[config.mk]
export PLATFORM = sky130hd
export DESIGN_NAME = alu_uart_interface
export DESIGN_NICKNAME = d
export VERILOG_FILES = /design/src/rtl/alu_pkg.sv /design/src/rtl/alu_uart_interface_rx_timeout_counter.sv /design/src/rtl/alu_uart_interface.sv
export SDC_FILE = /design/constraint.sdc
export NUM_CORES = 1
export LEC_CHECK = 0
export CORE_ASPECT_RATIO = 1.75
export CORE_UTILIZATION = 52
export DETAILED_ROUTE_END_ITERATION = 6
export PLACE_DENSITY_LB_ADDON = 0.3
export SYNTH_ARGS = -nofsm -noshare
export SYNTH_HDL_FRONTEND = slang
export SYNTH_SLANG_ARGS = --single-unit
[constraint.sdc]
create_clock -name i_clock -period 3.2 [get_ports i_clock]
set_clock_uncertainty 0.2 [all_clocks]
set_input_delay 0.48 -clock i_clock [delete_from_list [all_inputs] [get_ports i_clock]]
set_output_delay 0.48 -clock i_clock [all_outputs]
set_load 0.02 [all_outputs]
[src/rtl/alu_pkg.sv]
// Shared ALU definitions: opcode encodings, controller state encodings and
// the opcode legality check used by the byte-stream controller.
package alu_pkg;

    localparam int NB_STATE = 3;

    localparam logic [5:0] OP_ADD = 6'b100000;
    localparam logic [5:0] OP_SUB = 6'b100010;
    localparam logic [5:0] OP_AND = 6'b100100;
    localparam logic [5:0] OP_OR  = 6'b100101;
    localparam logic [5:0] OP_XOR = 6'b100110;
    localparam logic [5:0] OP_SRA = 6'b000011;
    localparam logic [5:0] OP_SRL = 6'b000010;
    localparam logic [5:0] OP_NOR = 6'b100111;

    localparam logic [NB_STATE-1:0] ST_IDLE    = 3'd0;
    localparam logic [NB_STATE-1:0] ST_WAIT_B  = 3'd1;
    localparam logic [NB_STATE-1:0] ST_WAIT_OP = 3'd2;
    localparam logic [NB_STATE-1:0] ST_EXEC    = 3'd3;
    localparam logic [NB_STATE-1:0] ST_SEND    = 3'd4;
    localparam logic [NB_STATE-1:0] ST_WAIT_TX = 3'd5;

    function automatic logic is_valid_opcode(input logic [5:0] op);
        logic ok;
        case (op)
            OP_ADD, OP_SUB, OP_AND, OP_OR,
            OP_XOR, OP_SRA, OP_SRL, OP_NOR: ok = 1'b1;
            default:                        ok = 1'b0;
        endcase
        return ok;
    endfunction

endpackage

[src/rtl/alu_uart_interface_rx_timeout_counter.sv]
// Inter-byte watchdog: o_terminal marks the cycle whose edge would bring the
// count to TIMEOUT_CYCLES-1, so that edge is the one that abandons the command.
module rx_timeout_counter #(
    parameter int NB_TIMEOUT     = 16,
    parameter int TIMEOUT_CYCLES = 50000
) (
    input  logic i_clock,
    input  logic i_reset_n,
    input  logic i_clear,
    input  logic i_enable,
    output logic o_terminal
);

    localparam logic [NB_TIMEOUT-1:0] TERMINAL_COUNT = NB_TIMEOUT'(TIMEOUT_CYCLES - 2);
    localparam logic [NB_TIMEOUT-1:0] COUNT_ONE      = NB_TIMEOUT'(1);

    logic [NB_TIMEOUT-1:0] r_count;

    // Idle-cycle counter; clear has priority over counting
    always_ff @(posedge i_clock) begin
        if (!i_reset_n) begin
            r_count <= '0;
        end else if (i_clear) begin
            r_count <= '0;
        end else if (i_enable) begin
            r_count <= r_count + COUNT_ONE;
        end
    end

    assign o_terminal = i_enable && (r_count == TERMINAL_COUNT);

endmodule

[src/rtl/alu_uart_interface.sv]
// Sequences the shared combinational ALU from a UART byte stream
// (A, B, opcode) and hands the registered result to the UART transmitter.
module alu_uart_interface
    import alu_pkg::*;
#(
    parameter int NB_DATA_BUS    = 8,
    parameter int NB_OPCODE      = 6,
    parameter int NB_TIMEOUT     = 16,
    parameter int TIMEOUT_CYCLES = 50000
) (
    input  logic                   i_clock,
    input  logic                   i_reset_n,
    input  logic [NB_DATA_BUS-1:0] i_rx_data,
    input  logic                   i_rx_done,
    input  logic                   i_tx_done,
    input  logic [NB_DATA_BUS-1:0] i_alu_result,
    output logic [NB_DATA_BUS-1:0] o_alu_data_a,
    output logic [NB_DATA_BUS-1:0] o_alu_data_b,
    output logic [NB_OPCODE-1:0]   o_alu_opcode,
    output logic [NB_DATA_BUS-1:0] o_tx_data,
    output logic                   o_tx_start,
    output logic                   o_busy,
    output logic                   o_error,
    output logic [NB_STATE-1:0]    o_state
);

    logic [NB_STATE-1:0]    r_state;
    logic [NB_DATA_BUS-1:0] r_data_a;
    logic [NB_DATA_BUS-1:0] r_data_b;
    logic [NB_OPCODE-1:0]   r_opcode;
    logic [NB_DATA_BUS-1:0] r_tx_data;
    logic                   r_tx_start;
    logic                   r_busy;
    logic                   r_error;

    logic [NB_STATE-1:0] w_next_state;
    logic                w_load_a;
    logic                w_load_b;
    logic                w_load_op;
    logic                w_capture;
    logic                w_error;
    logic                w_op_valid;
    logic                w_timeout;
    logic                w_to_clear;
    logic                w_to_enable;

    assign w_op_valid = (i_rx_data[NB_DATA_BUS-1:NB_OPCODE] == '0)
                     && is_valid_opcode(i_rx_data[NB_OPCODE-1:0]);

    // Only the operand-collection states are watched for stalls
    assign w_to_enable = (r_state == ST_WAIT_B) || (r_state == ST_WAIT_OP);
    assign w_to_clear  = (w_next_state != r_state) || i_rx_done;

    rx_timeout_counter #(
        .NB_TIMEOUT     (NB_TIMEOUT),
        .TIMEOUT_CYCLES (TIMEOUT_CYCLES)
    ) u_rx_timeout_counter (
        .i_clock    (i_clock),
        .i_reset_n  (i_reset_n),
        .i_clear    (w_to_clear),
        .i_enable   (w_to_enable),
        .o_terminal (w_timeout)
    );

    // Next-state and load decode; a received byte always outranks the timeout
    always_comb begin
        w_next_state = r_state;
        w_load_a     = 1'b0;
        w_load_b     = 1'b0;
        w_load_op    = 1'b0;
        w_capture    = 1'b0;
        w_error      = 1'b0;
        case (r_state)
            ST_IDLE: begin
                if (i_rx_done) begin
                    w_load_a     = 1'b1;
                    w_next_state = ST_WAIT_B;
                end else begin
                    w_next_state = ST_IDLE;
                end
            end
            ST_WAIT_B: begin
                if (i_rx_done) begin
                    w_load_b     = 1'b1;
                    w_next_state = ST_WAIT_OP;
                end else if (w_timeout) begin
                    w_error      = 1'b1;
                    w_next_state = ST_IDLE;
                end else begin
                    w_next_state = ST_WAIT_B;
                end
            end
            ST_WAIT_OP: begin
                if (i_rx_done && w_op_valid) begin
                    w_load_op    = 1'b1;
                    w_next_state = ST_EXEC;
                end else if (i_rx_done || w_timeout) begin
                    w_error      = 1'b1;
                    w_next_state = ST_IDLE;
                end else begin
                    w_next_state = ST_WAIT_OP;
                end
            end
            ST_EXEC: begin
                w_capture    = 1'b1;
                w_next_state = ST_SEND;
            end
            ST_SEND: begin
                w_next_state = ST_WAIT_TX;
            end
            ST_WAIT_TX: begin
                if (i_tx_done) begin
                    w_next_state = ST_IDLE;
                end else begin
                    w_next_state = ST_WAIT_TX;
                end
            end
            default: begin
                w_next_state = ST_IDLE;
            end
        endcase
    end

    // State, operand and output registers; strobes are registered from next state
    always_ff @(posedge i_clock) begin
        if (!i_reset_n) begin
            r_state    <= ST_IDLE;
            r_data_a   <= '0;
            r_data_b   <= '0;
            r_opcode   <= '0;
            r_tx_data  <= '0;
            r_tx_start <= 1'b0;
            r_busy     <= 1'b0;
            r_error    <= 1'b0;
        end else begin
            r_state    <= w_next_state;
            r_tx_start <= (w_next_state == ST_SEND);
            r_busy     <= (w_next_state != ST_IDLE);
            r_error    <= w_error;
            if (w_load_a) begin
                r_data_a <= i_rx_data;
            end
            if (w_load_b) begin
                r_data_b <= i_rx_data;
            end
            if (w_load_op) begin
                r_opcode <= i_rx_data[NB_OPCODE-1:0];
            end
            if (w_capture) begin
                r_tx_data <= i_alu_result;
            end
        end
    end

    assign o_alu_data_a = r_data_a;
    assign o_alu_data_b = r_data_b;
    assign o_alu_opcode = r_opcode;
    assign o_tx_data    = r_tx_data;
    assign o_tx_start   = r_tx_start;
    assign o_busy       = r_busy;
    assign o_error      = r_error;
    assign o_state      = r_state;

endmodule

==> summary.txt, run 1 <==
Placed design
  • Place WS: between 0.5 and 0.6 ns
  • Placed Instance Area: around 0.0028 mm^2
  • Port Buf Inserts: 55
  • GP Congestion: a little over 0.8
  • DPL Wire Length: just over 4000 um

Outcome
  • Status: finished clean

GRT
  • GRT Max-Usage Layer: met2
  • First-pass GRT wire length: between 8000 and 9000 um
  • Initial antenna violation count: 0
  • Largest net degree at the start of global routing: 32
  • GRT Total Usage: 0.245
  • M1 GR Usage: 0.243
  • Number of global-route vias before repair: 1,919
  • Met2 usage: 0.489
  • Met3 usage: 0.0408
  • Grt ovf: 0

Logic synthesis
  • Cell Area, Synth: 0.00225 mm^2
  • Post-Syn Nets: around 290
  • Avg Synthesized Cell Area: about 8.5 um^2
  • Yosys warnings: 0
  • Main flop type after synthesis: dfxtp_1
  • Synth area leader: dfxtp_1
  • Post-synth EDFFs: 0
  • Number of distinct library cells after synthesis: 43
  • Synth Instances: ~260
  • Asr flop ratio synth: 0
  • Synth area leaders: dfxtp_1 (46%), nand2_1 (7.2%), a21oi_1 (5.8%)
  • Synthesized flop and latch total: 52
  • Top-area cell type share of the netlist area: 0.462
  • Sequential area share after synthesis: 0.462

Detailed routing
  • WL/cell: ~15 um
  • Final ANT Viol Nets: 0
  • DR DRC count: 0
  • First drt pass iteration count: 4
  • Vias: around 2,100
  • Routed WL: between 5000 and 6000 um
  • Starting DRT DRC Count: 42
  • Vias per cell: roughly 5.7

Timing
  • Final setup vio count: 0
  • Final min period: 2.39 ns
  • Slew @ Worst Pin: ~0.67 ns
  • Setup TNS: 0 ns
  • RSZ-0062 raised after global routing: no
  • Max transition margin: 0.549
  • Final period util: 0.748
  • Achievable frequency: roughly 0.42 GHz
  • Slew Limit Fails: 0
  • Endpoints failing hold: 0
  • Final worst slack: between 0.8 and 0.9 ns

Worst setup path
  • Critical Path End Type: flip-flop
  • WP data required: roughly 3.2 ns
  • Reg-to-Reg End: u_rx_timeout_counter.r_count[15]$_SDFFE_PP0P_
  • Worst-path fanout max: 10
  • Worst R2R Setup Slack: between 0.8 and 0.9 ns
  • Crit. Startpoint: i_rx_done
  • RR Startpoint: o_state[0]$_SDFF_PN0_
  • Reg2Reg Depth: 4
  • Setup CP Type: in2reg
  • CP Data Arrival Time: approximately 2.4 ns
  • Startpoint Class: input pin

Clocking
  • CTS tree: yes
  • Max clock buf depth: 2
  • Post-CTS Hold Buffers: 0
  • Post-CTS resize count: 0
  • Clk_lat worst skew: ~0.30 ns
  • Clock slew at reported path FFs: about 0.09 ns
  • Clk root buf: clkbuf_8
  • CTS Buf Count: 5
  • H-Tree Depth: 2
  • Setup bufs post-CTS: 0
  • Clock sinks: 52

Power
  • Peak VDD IR: between 0.3 and 0.4 mV
  • Cell internal pwr: approximately 920 uW
  • Power Density: 425 mW/mm^2
  • Design Power: 1.24 mW
  • Net Sw Power: 321 uW
  • Sequential fraction of design power: 0.551
  • Clk pwr share: 0.309
  • Sw frac: 0.259
  • Comb pwr share: 0.140
  • Leakage: between 1 and 1.5 nW

Die
  • Die width: roughly 52 um
  • Core box area: a little over 0.004 mm^2
  • Die area: between 0.004 and 0.005 mm^2
  • Rows: 31
  • Initial Util: 0.542
  • Number of top-level pins: 56
  • Die height: between 80 and 90 um

Cells and area
  • Most common cell after layout, fill and taps aside: clkdlybuf4s50_1
  • Layout cells sized above 1: 0.0476
  • Final instance area: between 0.002 and 0.003 mm^2
  • Commonest non-fill, non-tap cells in the layout: clkdlybuf4s50_1 (55), dfxtp_1 (52), nand2_1 (43)
  • Nets: approximately 340
  • Antenna Cells: 0
  • Synth-to-layout area growth: 29.4%

Min path
  • Hold path depth: 2
  • Hold crit path type: reg2reg
  • Hold EP: o_alu_data_b[5]$_SDFFE_PN0P_
  • Hold path startpoint: o_alu_data_b[5]$_SDFFE_PN0P_

Job
  • Max_cap viols: 0
per-layer routing:
metal,routed length [um],share of wire,vias up
li1,-,-,1038
met1,2180,0.40,993
met2,3010,0.55,52
met3,193,0.035,6
met4,65,0.012,0
met5,0,0,-
cell families (layout without fill, tap and decap cells):
logic type	Yosys count	in the layout	share of synthesized area
and+or+nand+nor	116	116	0.266
AOI/OAI and AO/OA	56	56	0.152
DFF	52	52	0.462
buffers and inverters	23	74	0.0422
muxes	8	8	0.0356
xor gates and xnor gates	7	7	0.0306
adders and majority gates	2	2	0.0111
worst max-delay path by stage:
| stage | endpoint | cells past startpoint |
|---|---|---|
| floorplan | u_rx_timeout_counter.r_count[15]$_SDFFE_PP0P_ | 6 |
| global placement | u_rx_timeout_counter.r_count[1]$_SDFFE_PP0P_ | 5 |
| detailed placement | u_rx_timeout_counter.r_count[1]$_SDFFE_PP0P_ | 5 |
| CTS | u_rx_timeout_counter.r_count[1]$_SDFFE_PP0P_ | 5 |
| global route | u_rx_timeout_counter.r_count[1]$_SDFFE_PP0P_ | 5 |
| finish | u_rx_timeout_counter.r_count[1]$_SDFFE_PP0P_ | 5 |
through the flow:
| stage | cells | utilization | hold WS (ns) |
|---|---|---|---|
| 2_1_floorplan | 264 | - | 0.256 |
| 3_3_place_gp | 356 | 0.680 | 0.243 |
| 3_5_place_dp | 356 | 0.680 | 0.247 |
| 4_1_cts | 364 | 0.702 | 0.261 |
| 5_1_grt | 364 | 0.702 | 0.283 |
| 6_report | 364 | 0.702 | 0.258 |
power groups by stage:
stage / Sequential, mW / Combinational [mW] / Clock (mW)
finish: 0.683 / 0.173 / 0.382
global route: 0.686 / 0.187 / 0.417
CTS: 0.683 / 0.174 / 0.390
detailed placement: 0.698 / 0.173 / 0
global placement: 0.697 / 0.169 / 0
floorplan: 0.712 / 0.0772 / 0
state kept, by name, summed over array words and instances (netlist names):
register,flops
o_tx_data,8
o_alu_data_a,8
o_tx_start,1
o_alu_data_b,8
o_error,1
o_alu_opcode,6
o_state,3
o_busy,1
u_rx_timeout_counter.r_count,16
cell usage after synthesis, types with 6 or more instances:
cell type,n
mux2i_1,8
xnor2_1,6
and3_1,8
dfxtp_1,52
nor3_1,7
nor2_1,15
nand2_1,43
inv_1,7
a21oi_1,26
o31ai_1,6
nand3_1,10
clkbuf_1,13
o21ai_0,8
worst max-delay path, cell delays in order:
cell,delay [ns]
clkdlybuf4s50_1,0.63
nor4b_1,0.44
o2111a_1,0.38
nor3b_2,0.15
nor4b_1,0.31
layout make-up:
| class | instances | area, um^2 |
|---|---|---|
| clock buffers | 6 | 82.6 |
| clock inverters | 2 | 10.0 |
| fillers | 332 | 1240 |
| inverters | 8 | 30.0 |
| multi-input cells | 189 | 1110 |
| flip-flops and latches | 52 | 1040 |
| well taps | 49 | 61.3 |
| repair buffers | 58 | 573 |
Power figures use the tool's default switching activity.
==> run 2, diff against run 1 <==
--- a/config.mk
+++ b/config.mk
@@ -6,7 +6,7 @@
 export NUM_CORES = 1
 export LEC_CHECK = 0
 export CORE_ASPECT_RATIO = 1.75
-export CORE_UTILIZATION = 52
+export CORE_UTILIZATION = 49
 export DETAILED_ROUTE_END_ITERATION = 6
 export PLACE_DENSITY_LB_ADDON = 0.3
 export SYNTH_ARGS = -nofsm -noshare
==> constraint.sdc (replaced) <==
create_clock -name i_clock -period 2.5 [get_ports i_clock]
set_clock_uncertainty 0.2 [all_clocks]
set_input_delay 0.375 -clock i_clock [delete_from_list [all_inputs] [get_ports i_clock]]
set_output_delay 0.375 -clock i_clock [all_outputs]
set_load 0.02 [all_outputs]
==> summary.txt, run 2 (same netlist as run 1, synthesis figures left out) <==
Die
  • Initial Util: 0.511 (-0.0313)
  • Core box area: 0.00440 mm^2 (+6.1%)
  • Number of top-level pins: 56 (unchanged)
  • Rows: 32 (+3.2%)
  • Die height: 91.7 um (+2.9%)
  • Die area: 0.00488 mm^2 (+5.9%)
  • Die width: 53.2 um (+2.9%)

Detailed routing
  • Vias: 2,161 (+3.4%)
  • Final ANT Viol Nets: 0 (unchanged)
  • DR DRC count: 0 (unchanged)
  • Routed WL: 5520 um (+1.2%)
  • Starting DRT DRC Count: 49 (+17%)
  • WL/cell: 14.7 um (-2.0%)
  • Vias per cell: 5.75 (+0.15%)
  • First drt pass iteration count: 4 (unchanged)

Worst setup path
  • Slowest CP cell: clkdlybuf4s50_1
  • Setup CP Type: reg2out
  • CP bufs+invs: 2 (+1)
  • Startpoint Class: flip-flop
  • WP data required: 1.92 ns (-1.29 ns)
  • CP Data Arrival Time: 1.55 ns (-0.85 ns)
  • Cell family with most CP delay: buffers and inverters
  • Slowest Stage Delay on Critical Path: 0.62 ns (about the same)
  • Critical Path End Type: primary output
  • Worst-path fanout max: 10 (unchanged)
  • Crit-path cells: buf_4 > clkdlybuf4s50_1

Timing
  • Slew @ Worst Pin: 0.505 ns (-0.169 ns)
  • Slew Limit Fails: 0 (unchanged)
  • Endpoints failing hold: 0 (unchanged)
  • Achievable frequency: 0.470 GHz
  • Setup TNS: 0 ns (unchanged)
  • Hold WS: 0.263 ns (+0.00486 ns)
  • Final setup vio count: 0 (unchanged)
  • Final worst slack: 0.373 ns (-0.434 ns)
  • RSZ-0062 raised after global routing: no
  • Final min period: ~2.1 ns
  • Max transition margin: 0.663 (+0.114)
  • Final period util: 0.851

Cells and area
  • Reg with most FFs: u_rx_timeout_counter.r_count
  • Max FFs per register: 16 (unchanged)
  • Most common cell after layout, fill and taps aside: clkdlybuf4s50_1
  • Nets: 346 (+3.0%)
  • Antenna Cells: 0 (unchanged)
  • Commonest non-fill, non-tap cells in the layout: clkdlybuf4s50_1 (55), dfxtp_1 (52), nand2_1 (43)
  • Layout cells sized above 1: 0.0769 (+0.0293)
  • Synth-to-layout area growth: 34.9%
  • Final instance area: 0.00304 mm^2 (+4.3%)
  • Fin util: 0.689 (-0.0123)
  • Layout Cells excl Fill: 376 (+3.3%)

Placed design
  • Place WS: 0.0980 ns (-0.422 ns)
  • DPL Wire Length: 4110 um (+1.9%)
  • Port Buf Inserts: 55 (unchanged)
  • GP Congestion: 0.825 (+2.6%)
  • # placed instances: 368 (+3.4%)
  • Placed Instance Area: 0.00291 mm^2 (+3.2%)

Clocking
  • Setup bufs post-CTS: 0 (unchanged)
  • Clk_lat worst skew: 0.31 ns (about the same)
  • Clock slew at reported path FFs: 0.09 ns (about the same)
  • Clock sinks: 52 (unchanged)
  • CTS tree: yes
  • Max clock buf depth: 2 (unchanged)
  • H-Tree Depth: 2 (unchanged)
  • CTS Buf Count: 5 (unchanged)
  • Post-CTS Hold Buffers: 0 (unchanged)
  • Clk root buf: clkbuf_8
  • Post-CTS resize count: 0 (unchanged)

Power
  • Leakage: 1.11 nW (+6.3%)
  • Power Density: 573 mW/mm^2 (+35%)
  • Peak VDD IR: 0.597 mV (+80%)
  • Design Power: 1.74 mW (+40%)

GRT
  • GRT Total Usage: 0.248 (+0.00242)
  • Number of global-route vias before repair: 2,055 (+7.1%)
  • Initial antenna violation count: 0 (unchanged)
  • Grt ovf: 0 (unchanged)
  • Largest net degree at the start of global routing: 19 (-41%)
  • First-pass GRT wire length: 9040 um (+7.6%)

Job
  • Max_cap viols: 0 (unchanged)

Outcome
  • Status: finished clean

Min path
  • Hold crit path type: reg2reg
[run 2: report_power, final]
group / switching (mW) / leakage (nW) / internal [mW]
Sequential: 0.0167 / 0.421 / 0.853
Clock: 0.276 / 0.0645 / 0.353
Combinational: 0.128 / 0.625 / 0.112
[run 2: worst register-to-register path: stages, from the launching register on]
cell,delay (ns)
dfxtp_1,0.41
nand2_1,0.14
or3_1,0.46
buf_4,0.20
or4_1,0.46
a21oi_1,0.14
[run 2: metal layers]
layer  vias up  part of all wire  GRT usage
li1       1065                 -          -
met1      1022              0.38      0.260
met2        54              0.54      0.434
met3        20             0.036     0.0415
met4         0             0.039      0.143
met5         -                 0          0
[run 2: final timing paths]
check / endpoint / slack (ns) / cells after the start / from
worst max-delay path: o_state[1] / 0.37 / 2 / o_state[1]$_SDFF_PN0_
worst min-delay path: o_alu_data_b[6]$_SDFFE_PN0P_ / 0.26 / 2 / o_alu_data_b[6]$_SDFFE_PN0P_
worst max register to register: u_rx_timeout_counter.r_count[11]$_SDFFE_PP0P_ / 0.44 / 5 / u_rx_timeout_counter.r_count[0]$_SDFFE_PP0P_
worst min register to register: o_alu_data_b[6]$_SDFFE_PN0P_ / 0.26 / 2 / o_alu_data_b[6]$_SDFFE_PN0P_
[run 2: layout make-up]
class,instances,area (um^2)
fill,356,1370
multi-input combinational,189,1110
timing repair buffer,68,661
inverter,8,30.0
clock inverter,1,30.0
sequential,52,1040
tap,51,63.8
clock buffer,7,96.3
